File: src/rtl/sum_3_inv_pkg.sv
// Shared widths, state encoding and saturation limits for the sum_3 / sum_3_inv filter pair.
package sum_3_inv_pkg;
   localparam int DEF_DATA_W = 8;
   localparam int SUM_TAPS   = 3;
   localparam int SUM_GROWTH = $clog2(SUM_TAPS);  // bits a SUM_TAPS-term sum grows by

   typedef enum logic {
      RUN   = 1'b0,
      FAULT = 1'b1
   } state_t;

   function automatic int sat_hi(int w);
      return (1 << (w - 1)) - 1;
   endfunction

   function automatic int sat_lo(int w);
      return -(1 << (w - 1));
   endfunction
endpackage

File: src/rtl/sum_3_inv.sv
// Inverse 3-tap moving sum: recovers x[n] from y[n]=x[n]+x[n-1]+x[n-2], one register stage.
// Input stalls while a result is held; an out-of-range result is saturated and latches err.
module sum_3_inv
   import sum_3_inv_pkg::*;
#(
   parameter int DATA_W = DEF_DATA_W,
   parameter int SUM_W  = DATA_W + SUM_GROWTH
) (
   input  logic                     clk,
   input  logic                     rst,
   input  logic                     in_valid,
   output logic                     in_ready,
   input  logic signed [SUM_W-1:0]  in,
   output logic                     out_valid,
   input  logic                     out_ready,
   output logic signed [DATA_W-1:0] out,
   output logic                     err
);
   localparam int R_W = SUM_W + 2;
   localparam logic signed [DATA_W-1:0] SAT_HI = DATA_W'(sat_hi(DATA_W));
   localparam logic signed [DATA_W-1:0] SAT_LO = DATA_W'(sat_lo(DATA_W));

   state_t                    state, state_nxt;
   logic signed [SUM_W-1:0]   y_prev, y_prev_nxt;
   logic signed [DATA_W-1:0]  x1, x2, x3;
   logic signed [DATA_W-1:0]  x1_nxt, x2_nxt, x3_nxt, out_nxt;
   logic                      out_valid_nxt, err_nxt;
   logic signed [R_W-1:0]     r;
   logic                      in_range, accept, xfer;

   assign in_ready = (state == FAULT) | ~out_valid | out_ready;
   assign accept   = in_valid & in_ready;
   assign xfer     = out_valid & out_ready;

   // x[n] = y[n] - y[n-1] + x[n-3]; sign-extended so nothing wraps
   assign r        = R_W'(in) - R_W'(y_prev) + R_W'(x3);
   assign in_range = (r[R_W-1:DATA_W-1] == '0) || (r[R_W-1:DATA_W-1] == '1);

   always_comb begin
      state_nxt     = state;
      y_prev_nxt    = y_prev;
      x1_nxt        = x1;
      x2_nxt        = x2;
      x3_nxt        = x3;
      out_nxt       = out;
      out_valid_nxt = out_valid;
      err_nxt       = err;

      if (xfer) begin
         out_valid_nxt = 1'b0;
      end

      // in FAULT accepted samples are simply dropped
      if (accept && state == RUN) begin
         out_valid_nxt = 1'b1;
         if (in_range) begin
            out_nxt    = r[DATA_W-1:0];
            x3_nxt     = x2;
            x2_nxt     = x1;
            x1_nxt     = r[DATA_W-1:0];
            y_prev_nxt = in;
         end else begin
            out_nxt   = r[R_W-1] ? SAT_LO : SAT_HI;
            err_nxt   = 1'b1;
            state_nxt = FAULT;
         end
      end
   end

   always_ff @(posedge clk) begin
      if (rst) begin
         state     <= RUN;
         y_prev    <= '0;
         x1        <= '0;
         x2        <= '0;
         x3        <= '0;
         out       <= '0;
         out_valid <= 1'b0;
         err       <= 1'b0;
      end else begin
         state     <= state_nxt;
         y_prev    <= y_prev_nxt;
         x1        <= x1_nxt;
         x2        <= x2_nxt;
         x3        <= x3_nxt;
         out       <= out_nxt;
         out_valid <= out_valid_nxt;
         err       <= err_nxt;
      end
   end
endmodule

File: config.mk
export PLATFORM = sky130hd
export DESIGN_NAME = sum_3_inv
export DESIGN_NICKNAME = d
export VERILOG_FILES = /design/src/rtl/sum_3_inv_pkg.sv /design/src/rtl/sum_3_inv.sv
export SDC_FILE = /design/constraint.sdc
export NUM_CORES = 1
export LEC_CHECK = 0
export ABC_AREA = 1
export BUFFER_PORTS_ARGS = -buffer_cell sky130_fd_sc_hd__buf_2
export CAP_MARGIN = 20
export CORE_UTILIZATION = 50
export DETAILED_ROUTE_END_ITERATION = 16
export GPL_ROUTABILITY_DRIVEN = 0
export GPL_TIMING_DRIVEN = 1
export PLACE_DENSITY = 0.69
export REMOVE_ABC_BUFFERS = 1
export SLEW_MARGIN = 20
export SYNTH_ARGS = -nofsm -noshare
export SYNTH_HDL_FRONTEND = slang
export SYNTH_SLANG_ARGS = --single-unit
File: constraint.sdc
create_clock -name clk -period 2.55 [get_ports clk]
set_clock_uncertainty 0.2 [all_clocks]
set_input_delay 0 -clock clk [delete_from_list [all_inputs] [get_ports clk]]
set_output_delay 0 -clock clk [all_outputs]
set_load 0.005 [all_outputs]
# ---- Word-level counts from Yosys, hierarchy flattened
# Index checks and enable logic that the tools add are counted.
dict set report word_totals {
  in_bits 14
  out_inout_bits 11
  regBits 44
}
dict set report op_classes {
  n_bitwise 7
  n_reduce_logical 6
  mux 4
  addsub 2
  eq_ne 1
}
# op n
set op_table {}
lappend op_table {{$mux W8} 2}
lappend op_table {{$add A11 B8 Y12} 1}
lappend op_table {{$sub A10 B10 Y11} 1}
lappend op_table {{$eq A5 B5 Y1 const B} 1}
lappend op_table {{$logic_not A5 Y1} 1}
lappend op_table {{$reduce_and A2 Y1} 2}
lappend op_table {{$not A1 Y1} 3}
lappend op_table {{$and A1 B1 Y1} 2}
lappend op_table {{$mux W1} 2}
lappend op_table {{$or A1 B1 Y1} 2}
lappend op_table {{$reduce_bool A2 Y1} 1}
lappend op_table {{$logic_and A1 B1 Y1} 1}
lappend op_table {{$logic_or A1 B1 Y1} 1}

# ---- Longest topological paths before layout
# Gate-level depths: netlist of the first run.
dict set report logic_depth {
  word_depth 6
  mapped_depth 19
}

# ---- Worst setup path after synthesis of the first run
# No wires, ideal clock.
dict set report synth_timing {
  kind {flip-flop to flip-flop}
  start {reg x3[7]}
  end {reg x3[0]}
  path_buffers 1
  setup_ns 0.113
  setup_slack_ns -0.226
  arrival_ns 2.463
  stages_incl_launch_ff 18
  synth_period_minus_slack_ns 2.776
  path_cell_list {dfxtp_1 > inv_1 > fa_1 > inv_1 > ha_1 > nand2_2 > inv_1 > a21oi_1 > nand2_1 > nand2_1 > nand2_1 > nor2_1 > nand3_2 > nand2_4 > nand3_4 > buf_4 > nor2_1 > nor2_1}
}
dict set report synth_between {
  elab_chain_cells 4
  word_cells_on_any_way 5
}
# item line_no
set synth_rtl {}
lappend synth_rtl {{start: declaration} sum_3_inv.sv:25} ;# logic signed [DATA_W-1:0] x1, x2, x3;
lappend synth_rtl {{start signal: assignment} sum_3_inv.sv:85} ;# x3 <= x3_nxt;
lappend synth_rtl {{$add A11 B8 Y12 *} sum_3_inv.sv:36} ;# assign r = R_W'(in) - R_W'(y_prev) + R_W'(x3);
lappend synth_rtl {{$eq A5 B5 Y1 / $logic_not A5 Y1 (equally long branches)} sum_3_inv.sv:37} ;# assign in_range = (r[R_W-1:DATA_W-1] == '0) || (r[R_W-1:DATA_W-1] == '1);
lappend synth_rtl {{$logic_or A1 B1 Y1 *} sum_3_inv.sv:37}
lappend synth_rtl {{$reduce_and A2 Y1 (no source line) *} --}
# Every way passes the cells marked *; elsewhere a longest branch is shown, timed or not.
# A chain may end at the register's enable or synchronous reset.

# ---- Final worst setup path of the first run
dict set report layout_timing {
  start {reg x3[2]}
  end {reg x3[6]}
}
# The elaborated chain is that of the path after synthesis.

==> results of run 1 <==
==> worst paths after layout <==
path | start | endpoint | depth (start not counted)
worst min-delay path | in_valid | out[7] | 5
worst min register to register | x2[3] | x2[3] | 2
worst max-delay path | x3[2] | x3[6] | 19
worst max register to register | x3[2] | x3[6] | 19
==> through the flow <==
stage	instance area, µm²	hold slack [ns]	worst slack [ns]	utilization (%)	TNS (ns)
5_1_grt	4119	0.04456	-0.8287	79.13	-31.76
2_1_floorplan	2641	-0.1309	-0.5937	-	-21.43
3_3_place_gp	3172	0.05474	-0.4675	60.94	-17.06
6_report	4119	0.009255	-0.6935	79.13	-26.09
4_1_cts	3830	0.01911	-0.3582	73.58	-13.69
3_5_place_dp	3172	0.05553	-0.5043	60.94	-19.23
==> per-layer routing <==
metal / vias to the layer above / track usage, %
met3: 86 / 6.228
met2: 205 / 51.18
met5: - / 0
met1: 1500 / 35.15
met4: 0 / 12.88
li1: 1423 / -
==> layout make-up <==
cell class / count / area [µm²] / area share [%]
Clock buffer: 6 / 82.58 / 2.005
Clock inverter: 2 / 38.79 / 0.9417
Inverter: 72 / 270.3 / 6.561
Multi-Input combinational cell: 263 / 1903 / 46.20
Sequential cell: 44 / 887.1 / 21.54
Tap cell: 70 / 87.58 / 2.126
Timing Repair Buffer: 95 / 849.6 / 20.63
==> logic make-up (layout without fill, tap and decap cells) <==
| group | count (synthesis) | count (layout) |
|---|---|---|
| fa+ha+maj | 22 | 22 |
| flops | 44 | 44 |
| compound gates | 44 | 44 |
| buf+inv | 89 | 175 |
| xor+xnor | 5 | 5 |
| simple gates | 192 | 192 |
==> critical path, stage by stage (launching register included) <==
cell and delay, ns:
sky130_fd_sc_hd__dfxtp_2 0.33, sky130_fd_sc_hd__inv_2 0.05, sky130_fd_sc_hd__fa_1 0.57, sky130_fd_sc_hd__inv_2 0.06
sky130_fd_sc_hd__ha_4 0.29, sky130_fd_sc_hd__buf_6 0.10, sky130_fd_sc_hd__nand2_2 0.05, sky130_fd_sc_hd__nand2_2 0.09
sky130_fd_sc_hd__nand3_2 0.13, sky130_fd_sc_hd__nand3_1 0.17, sky130_fd_sc_hd__nand2_1 0.11, sky130_fd_sc_hd__nor2_1 0.12
sky130_fd_sc_hd__nand3_1 0.11, sky130_fd_sc_hd__nand2_2 0.14, sky130_fd_sc_hd__nand3_4 0.11, sky130_fd_sc_hd__buf_12 0.16
sky130_fd_sc_hd__buf_16 0.15, sky130_fd_sc_hd__nand2_4 0.05, sky130_fd_sc_hd__nand2_1 0.06, sky130_fd_sc_hd__nor2_1 0.13
==> repair_timing <==
action	CTS	global route
hold endpoints to repair	17	0
pin swaps	21	30
resized for setup	55	64
gates cloned	2	2
setup buffers	11	6
hold buffers	13	0
endpoints found under the setup margin	43	43
==> layout by cell type, fill, tap and decap left out, types with 6 or more instances in the layout <==
| master | synthesis | final |
|---|---|---|
| sky130_fd_sc_hd__nand3_2 | 2 | 8 |
| sky130_fd_sc_hd__inv_1 | 70 | 62 |
| sky130_fd_sc_hd__a21oi_1 | 36 | 22 |
| sky130_fd_sc_hd__clkbuf_8 | 0 | 6 |
| sky130_fd_sc_hd__buf_4 | 6 | 43 |
| sky130_fd_sc_hd__nand2_4 | 1 | 9 |
| sky130_fd_sc_hd__nand2_1 | 111 | 70 |
| sky130_fd_sc_hd__nand3_1 | 16 | 9 |
| sky130_fd_sc_hd__dlygate4sd3_1 | 0 | 13 |
| sky130_fd_sc_hd__dfxtp_1 | 44 | 39 |
| sky130_fd_sc_hd__ha_4 | 0 | 10 |
| sky130_fd_sc_hd__buf_2 | 2 | 24 |
| sky130_fd_sc_hd__nor2_2 | 0 | 10 |
| sky130_fd_sc_hd__a21oi_2 | 1 | 14 |
| sky130_fd_sc_hd__fa_1 | 10 | 9 |
| sky130_fd_sc_hd__inv_2 | 1 | 9 |
| sky130_fd_sc_hd__nand2_2 | 4 | 37 |
| sky130_fd_sc_hd__nor2_1 | 26 | 16 |
| sky130_fd_sc_hd__nand4_1 | 30 | 30 |
==> flip-flops by register name, indices dropped and copies added, names as in the netlist <==
name and flops:
out_valid 1, x1 8, out 8, y_prev 10
x2 8, state 1, x3 8
==> impl_summary.txt, run 1 <==
----------------------------------------------------
[Layout]
  Final instance count without filler cells ... 552
  Filler instances ... 313
  Area growth syn-to-layout ... 50.46%
  Number of diodes added for antenna fixing ... 0
  Share of post-route cells with drive strength above 1 ... 41.29%
  Net count, final ... 517

[Detailed routing]
  Top metal layer carrying routed signals ... met4
  First DRT Iteration DRCs ... 340
  Routed length on met1 ... 3857 µm
  Length of routed met3 wiring ... 788 µm
  Wire length on met2 ... 4558 µm
  DRC Markers ... 0
  Via count ... 3214
  Average wire length per cell after detail routing ... 17.99 µm
  Average via count per standard cell ... 5.822
  First drt pass iteration count ... 5
  Total wirelength of the detailed-routed design ... 9929 µm
  Number of routed nets with antenna violations ... 0

[Floorplan]
  Area of the die ... 5775 µm²
  Chip height ... 76.00 µm
  FP Rows ... 26
  Total I/O pin count ... 25
  Die width ... 76.00 µm
  Initial cell density of the core ... 52.60%
  Std-Cell Core Area ... 5205 µm²

[Clock network]
  Number of H-tree branching levels ... 2
  Number of buffers added by the clock tree synthesis step ... 5
  Post-CTS clock slew at the launch and capture registers of the worst setup and hold paths ... 0.09 ns
  Clock insertion delay at the later pin of the skew report ... 0.32 ns
  TritonCTS clock tree ... done
  Cell chosen for the clock root ... sky130_fd_sc_hd__clkbuf_8
  Number of clock sinks seen by CTS ... 44
  Number of buffers on the longest clock path ... 2

[Setup path]
  Startpoint-to-endpoint class of the critical path ... flip-flop to flip-flop
  Biggest fanout along the worst timing path ... 8
  Data required time at the worst endpoint ... 2.60 ns
  Critical Path End Type ... flip-flop
  Startpoint types ... flip-flop
  Register-to-Register Setup Slack ... -0.69 ns
  CP arrival ... 3.29 ns

[Logic synthesis]
  Simple-gate share of the synthesized area ... 31.44%
  Post-synthesis mux area share ... 0%
  Sequential-to-total area share from yosys stat ... 32.18%
  Top cells by count, synth ... 111 x sky130_fd_sc_hd__nand2_1, 70 x sky130_fd_sc_hd__inv_1, 44 x sky130_fd_sc_hd__dfxtp_1
  Top_reg_cell synth ... sky130_fd_sc_hd__dfxtp_1
  Largest cells by area after synthesis ... sky130_fd_sc_hd__dfxtp_1 32%, sky130_fd_sc_hd__nand2_1 15%, sky130_fd_sc_hd__inv_1 9.6%
  Number of flops mapped to enable cells by yosys ... 0
  Cell taking the most area after synthesis ... sky130_fd_sc_hd__dfxtp_1
  Synth top area share ... 32.18%
  Area share of fa/ha/maj cells after synthesis ... 12.80%
  Instance count of the mapped netlist ... 396
  Synthesized-area fraction occupied by xor and xnor cells ... 1.600%
  Most common cell in the synthesized netlist ... sky130_fd_sc_hd__nand2_1
  Synthesized area ... 2738 µm²
  Synthesis warning total ... 0
  Number of different library cells in the post-synthesis netlist ... 27
  Main combinational cell family by area after synthesis ... simple AND/OR/NAND/NOR gates
  Compound-gate portion of the synthesized area ... 8.592%
  Post-Syn Area per Cell ... 6.913 µm²
  Number of register bits inferred by synthesis ... 44
  Async SR Flop Fraction ... 0%

[Status]
  Result of the run ... complete, but fails checks
  Violations in the final reports ... setup timing

[Job]
  Max-cap check violation count ... 0

[STA]
  Maximum clock frequency ... 308.3 MHz
  Slew HR ... 68.90%
  Final count of hold timing violations ... 0
  Setup repair after global routing missed its margin ... true
  Number of max-slew violations in the final report ... 0
  Part of the cycle the worst path needs ... 127.2%
  Final WS setup ... -0.6935 ns
  Setup violation total in the final timing report ... 43
  Min Tclk post-route ... 3.244 ns
  Transition time at the pin with the least slew margin ... 0.4665 ns

[Global route]
  Via count of the first global-routing pass ... 2903
  Remaining global-route overflow ... 0
  Maximum number of pins on one net before global-route repair ... 36
  All-Layer GR Usage ... 29.50%
  Global-route wire length before repair ... 13520 µm
  Initial antenna violation count ... 0

[Placed design]
  Sum of net half-perimeters after detailed placement ... 4790 µm
  Number of buffers inserted by port buffering ... 24
  Total placed cells including tap cells ... 511

[Min path]
  Type of the most critical hold path ... primary input to flip-flop

----------------------------------------------------
Power of run 1 is not shown: default switching activity piles up to over one toggle a cycle in this logic, so the estimate is an artifact.
==> run 2, diff against run 1 <==
--- a/config.mk
+++ b/config.mk
@@ -8,11 +8,13 @@
 export ABC_AREA = 1
 export BUFFER_PORTS_ARGS = -buffer_cell sky130_fd_sc_hd__buf_2
 export CAP_MARGIN = 20
+export CORE_MARGIN = 2
 export CORE_UTILIZATION = 50
+export CTS_CLUSTER_DIAMETER = 120
 export DETAILED_ROUTE_END_ITERATION = 16
 export GPL_ROUTABILITY_DRIVEN = 0
 export GPL_TIMING_DRIVEN = 1
-export PLACE_DENSITY = 0.69
+export PLACE_DENSITY = 0.66
 export REMOVE_ABC_BUFFERS = 1
 export SLEW_MARGIN = 20
 export SYNTH_ARGS = -nofsm -noshare
==> constraint.sdc (replaced) <==
create_clock -name clk -period 3.15 [get_ports clk]
set_clock_uncertainty 0.2 [all_clocks]
set_input_delay 0 -clock clk [delete_from_list [all_inputs] [get_ports clk]]
set_output_delay 0 -clock clk [all_outputs]
set_load 0.005 [all_outputs]
==> run 2 against run 1 <==
Effect of this change: the flow now finishes without violations; utilization down 8.0 points; wire length down 25%; design area down 10%; global-route usage down 7.9 points; die area up 5.3%; critical path depth down 1; sequential cell count unchanged; highest routed layer unchanged.
==> impl_summary.txt, run 2 (synthesis gave the netlist of run 1 again) <==
----------------------------------------------------
[STA]
  Final count of hold timing violations ... 0
  Slew HR ... 72.62%
  Final WS setup ... 0.02501 ns
  Maximum clock frequency ... 320.0 MHz
  Setup violation total in the final timing report ... 0
  Part of the cycle the worst path needs ... 99.21%
  Transition time at the pin with the least slew margin ... 0.4096 ns
  Min Tclk post-route ... 3.125 ns
  Number of max-slew violations in the final report ... 0

[Clock network]
  Cell chosen for the clock root ... sky130_fd_sc_hd__clkbuf_8
  Clock insertion delay at the later pin of the skew report ... 0.30 ns
  Number of clock sinks seen by CTS ... 44
  Post-CTS clock slew at the launch and capture registers of the worst setup and hold paths ... 0.08 ns
  Number of buffers added by the clock tree synthesis step ... 5
  Number of buffers on the longest clock path ... 2
  Number of H-tree branching levels ... 2
  TritonCTS clock tree ... done

[Floorplan]
  Total I/O pin count ... 25
  Area of the die ... 6083 µm²
  Std-Cell Core Area ... 5205 µm²
  FP Rows ... 26
  Die width ... 78.00 µm
  Chip height ... 78.00 µm
  Initial cell density of the core ... 52.60%

[Layout]
  Flip-flop count of the largest register, all copies and words added ... 10
  Area growth syn-to-layout ... 35.19%
  Share of post-route cells with drive strength above 1 ... 26.97%
  Largest register by flop count ... y_prev
  Most common cell after layout, fill and taps aside ... sky130_fd_sc_hd__nand2_1
  Commonest cells after routing, fill and taps aside ... 95 x sky130_fd_sc_hd__nand2_1, 62 x sky130_fd_sc_hd__inv_1, 42 x sky130_fd_sc_hd__dfxtp_1
  Net count, final ... 480
  Post-Layout Inst Area ... 3701 µm²
  Filler instances ... 399
  Number of diodes added for antenna fixing ... 0

[Global route]
  Via count of the first global-routing pass ... 2351
  Remaining global-route overflow ... 0
  Initial antenna violation count ... 0
  All-Layer GR Usage ... 21.61%
  Global-route wire length before repair ... 10520 µm
  Maximum number of pins on one net before global-route repair ... 37

[Setup path]
  Startpoint types ... primary input
  Data required time at the worst endpoint ... 3.14 ns
  Critical Path End Type ... flip-flop
  CP arrival ... 3.12 ns
  Biggest fanout along the worst timing path ... 5
  Startpoint-to-endpoint class of the critical path ... primary input to flip-flop

[Job]
  Max-cap check violation count ... 0

[Detailed routing]
  Number of routed nets with antenna violations ... 0
  Total wirelength of the detailed-routed design ... 7487 µm
  First DRT Iteration DRCs ... 379
  First drt pass iteration count ... 5
  DRC Markers ... 0
  Average wire length per cell after detail routing ... 14.54 µm
  Average via count per standard cell ... 5.264
  Via count ... 2711

[Placed design]
  Post-Place Worst Slack ... 0.08791 ns
  Number of buffers inserted by port buffering ... 24
  Placed cell area ... 2947 µm²
  Sum of net half-perimeters after detailed placement ... 4332 µm

[Status]
  Result of the run ... completed

[Min path]
  Type of the most critical hold path ... primary input to flip-flop

----------------------------------------------------
## run 2: area by class of cell
| type | instances | area [µm²] | area share (%) |
|---|---|---|---|
| Inverter | 72 | 270.3 | 7.302 |
| Sequential cell | 44 | 883.3 | 23.87 |
| Clock buffer | 7 | 96.34 | 2.603 |
| Timing Repair Buffer | 58 | 529.3 | 14.30 |
| Tap cell | 70 | 87.58 | 2.366 |
| Clock inverter | 1 | 30.03 | 0.8114 |
| Multi-Input combinational cell | 263 | 1804 | 48.75 |
## run 2: timing repair
action	CTS	global route
setup endpoints to repair	0	42
hold endpoints to repair	11	0
buffers inserted	0	12
resized for setup	0	75
hold buffers	11	0
## run 2: final timing paths
path               from        end  slack [ns]  cells after the start
setup / recovery  in[7]      x3[1]        0.03                     18
hold / removal      rst  y_prev[6]        0.02                      3
setup reg to reg  x3[7]      x3[1]        0.08                     15
hold reg to reg   x2[5]      x2[5]        0.26                      2
## run 2: metal layers
metal	part of all wire [%]	vias to the layer above	GRT usage, %
li1	-	1348	-
met1	43	1275	28.95
met2	49	72	34.83
met3	5.6	16	5.000
met4	2.1	0	6.316
met5	0	-	0
## run 2: metrics by stage
| step | hold WS, ns | std cells | util (%) | TNS (ns) |
|---|---|---|---|---|
| floorplan | -0.1309 | 379 | - | 0 |
| global placement | 0.05426 | 481 | 56.61 | 0 |
| detailed placement | 0.06504 | 481 | 56.61 | 0 |
| CTS | 0.01426 | 500 | 61.15 | 0 |
| global route | 0.04605 | 515 | 71.11 | -3.106 |
| finish | 0.01922 | 515 | 71.11 | 0 |
## run 2: worst max-delay path, stage by stage
cell	delay, ns
sky130_fd_sc_hd__dlygate4sd3_1	0.56
sky130_fd_sc_hd__buf_2	0.13
sky130_fd_sc_hd__inv_1	0.05
sky130_fd_sc_hd__fa_1	0.54
sky130_fd_sc_hd__inv_1	0.07
sky130_fd_sc_hd__ha_4	0.32
sky130_fd_sc_hd__nand2_4	0.08
sky130_fd_sc_hd__nor2_2	0.14
sky130_fd_sc_hd__nand3_2	0.12
sky130_fd_sc_hd__nand3_1	0.10
sky130_fd_sc_hd__nand2_1	0.05
sky130_fd_sc_hd__nor2_1	0.12
sky130_fd_sc_hd__nand3_1	0.13
sky130_fd_sc_hd__nand2_4	0.13
sky130_fd_sc_hd__nand3_4	0.17
sky130_fd_sc_hd__clkbuf_16	0.21
sky130_fd_sc_hd__nor2_1	0.11
sky130_fd_sc_hd__nor2_1	0.07
Power of run 2 is left out for the same reason.
==> run 3, diff against run 2 <==
--- a/config.mk
+++ b/config.mk
@@ -14,9 +14,8 @@
 export DETAILED_ROUTE_END_ITERATION = 16
 export GPL_ROUTABILITY_DRIVEN = 0
 export GPL_TIMING_DRIVEN = 1
-export PLACE_DENSITY = 0.66
+export PLACE_DENSITY = 0.73
 export REMOVE_ABC_BUFFERS = 1
-export SLEW_MARGIN = 20
 export SYNTH_ARGS = -nofsm -noshare
 export SYNTH_HDL_FRONTEND = slang
 export SYNTH_SLANG_ARGS = --single-unit
==> run 3 against run 2 <==
Effect of this change: design area shrank 13%; final cell count shrank 2.9%; wire length shrank 16%; sequential cell count is the same; sequential share of layout area grew 3.4 points; utilization fell by 8.9 points; critical path depth up 1; largest cell class unchanged; worst hold slack worse by 0.0037 ns; global-route usage shrank 0.67 points; fmax up 4.8%; critical path type unchanged; via count fell by 4.5%.
==> impl_summary.txt, run 3 (synthesis gave the netlist of run 1 again) <==
----------------------------------------------------
[Layout]
  Flip-flop count of the largest register, all copies and words added ... 10
  Area growth syn-to-layout ... 18.19%
  Final instance count without filler cells ... 500
  Largest register by flop count ... y_prev
  Commonest cells after routing, fill and taps aside ... 109 x sky130_fd_sc_hd__nand2_1, 70 x sky130_fd_sc_hd__inv_1, 44 x sky130_fd_sc_hd__dfxtp_1
  Share of post-route cells with drive strength above 1 ... 15.58%
  Number of diodes added for antenna fixing ... 0
  Post-Route Utilization ... 62.16%
  Most common cell after layout, fill and taps aside ... sky130_fd_sc_hd__nand2_1
  Net count, final ... 465

[STA]
  Setup_tns ... 0 ns
  Final count of hold timing violations ... 0
  Number of max-slew violations in the final report ... 0
  Maximum clock frequency ... 335.2 MHz
  Min Tclk post-route ... 2.983 ns
  Final WS setup ... 0.1668 ns
  Transition time at the pin with the least slew margin ... 0.3986 ns
  Part of the cycle the worst path needs ... 94.70%
  Setup repair after global routing missed its margin ... false
  Slew HR ... 73.35%
  Setup violation total in the final timing report ... 0

[Clock network]
  Post-CTS clock slew at the launch and capture registers of the worst setup and hold paths ... 0.08 ns
  Clock insertion delay at the later pin of the skew report ... 0.30 ns
  Number of H-tree branching levels ... 2
  Cell chosen for the clock root ... sky130_fd_sc_hd__clkbuf_8
  Number of buffers on the longest clock path ... 2
  Number of clock sinks seen by CTS ... 44
  Number of buffers added by the clock tree synthesis step ... 5
  TritonCTS clock tree ... done

[Detailed routing]
  Total wirelength of the detailed-routed design ... 6321 µm
  Average via count per standard cell ... 5.176
  First drt pass iteration count ... 4
  Average wire length per cell after detail routing ... 12.64 µm
  DRC Markers ... 0
  Number of routed nets with antenna violations ... 0
  First DRT Iteration DRCs ... 176
  Via count ... 2588

[Floorplan]
  Total I/O pin count ... 25
  Area of the die ... 6083 µm²
  FP Rows ... 26
  Chip height ... 78.00 µm
  Initial cell density of the core ... 52.60%
  Std-Cell Core Area ... 5205 µm²
  Die width ... 78.00 µm

[Setup path]
  Startpoint-to-endpoint class of the critical path ... primary input to flip-flop
  Data required time at the worst endpoint ... 3.16 ns
  CP arrival ... 2.99 ns
  Biggest fanout along the worst timing path ... 21
  Critical Path End Type ... flip-flop
  Startpoint types ... primary input

[Global route]
  Global-route wire length before repair ... 10300 µm
  All-Layer GR Usage ... 20.94%
  Maximum number of pins on one net before global-route repair ... 43
  Via count of the first global-routing pass ... 2311
  Initial antenna violation count ... 0
  Remaining global-route overflow ... 0

[Placed design]
  Number of buffers inserted by port buffering ... 24
  Sum of net half-perimeters after detailed placement ... 4108 µm
  Post-Place Worst Slack ... 0.1418 ns
  Total placed cells including tap cells ... 480

[Status]
  Result of the run ... completed

[Min path]
  Type of the most critical hold path ... primary input to flip-flop

[Job]
  Max-cap check violation count ... 0

----------------------------------------------------
==> run 3: changes by cell type in the layout (fill, tap and decap cells not counted), sizes merged <==
| cell | before | now |
|---|---|---|
| clkbuf | 10 | 7 |
| bufinv | 1 | 0 |
| buf | 44 | 31 |
| clkinvlp | 0 | 2 |
==> run 3: path summary, 6_finish.rpt <==
check        slack (ns)  depth (start not counted)   endpoint  start
min                0.02                          3  y_prev[5]    rst
max reg2reg        0.20                         15  y_prev[7]  x3[7]
min reg2reg        0.27                          2      x2[5]  x2[5]
max                0.17                         19      x3[3]  in[6]
==> run 3: layout make-up <==
class                   instances  area [µm²]
multi-input cells             263        1568
clock buffers                   6       82.58
flip-flops and latches         44       880.8
fillers                       457        1969
well taps                      70       87.58
clock inverters                 2       15.01
inverters                      72       270.3
repair buffers                 43       331.6
==> run 3: critical path, stage by stage <==
cell	delay, ns
sky130_fd_sc_hd__dlygate4sd3_1	0.53
sky130_fd_sc_hd__buf_2	0.11
sky130_fd_sc_hd__inv_1	0.05
sky130_fd_sc_hd__fa_1	0.53
sky130_fd_sc_hd__inv_1	0.04
sky130_fd_sc_hd__ha_2	0.31
sky130_fd_sc_hd__nand2_1	0.07
sky130_fd_sc_hd__nand2_1	0.08
sky130_fd_sc_hd__a21oi_2	0.17
sky130_fd_sc_hd__nand2_2	0.10
sky130_fd_sc_hd__nand2_1	0.07
sky130_fd_sc_hd__nand2_1	0.08
sky130_fd_sc_hd__o21ai_2	0.22
sky130_fd_sc_hd__inv_2	0.07
sky130_fd_sc_hd__nand2_4	0.09
sky130_fd_sc_hd__nand3_4	0.10
sky130_fd_sc_hd__clkbuf_16	0.21
sky130_fd_sc_hd__nor2_1	0.11
sky130_fd_sc_hd__nor2_1	0.05
==> run 3: what timing repair did <==
action                                  in CTS  in global routing
hold buffers                                11                  0
endpoints found under the hold margin       11                  0
endpoints found under the setup margin       0                 42
gates resized for setup                      0                 20
setup buffers                                0                  0
==> run 3: metrics by stage <==
step / hold WS (ns) / instance area (µm²)
after floorplan: -0.1309 / 2641
after detailed placement: 0.05888 / 2914
after global routing: 0.03799 / 3236
after CTS: 0.004956 / 3122
final: 0.01552 / 3236
after global placement: 0.05387 / 2914
==> run 3: metal layers <==
metal | up-vias | routed length, µm | GRT usage, %
li1 | 1319 | - | -
met4 | 0 | 80 | 7.018
met5 | - | 0 | 0
met3 | 7 | 348 | 4.070
met1 | 1188 | 2977 | 27.98
met2 | 74 | 2914 | 33.97
Power of run 3 is left out for the same reason.
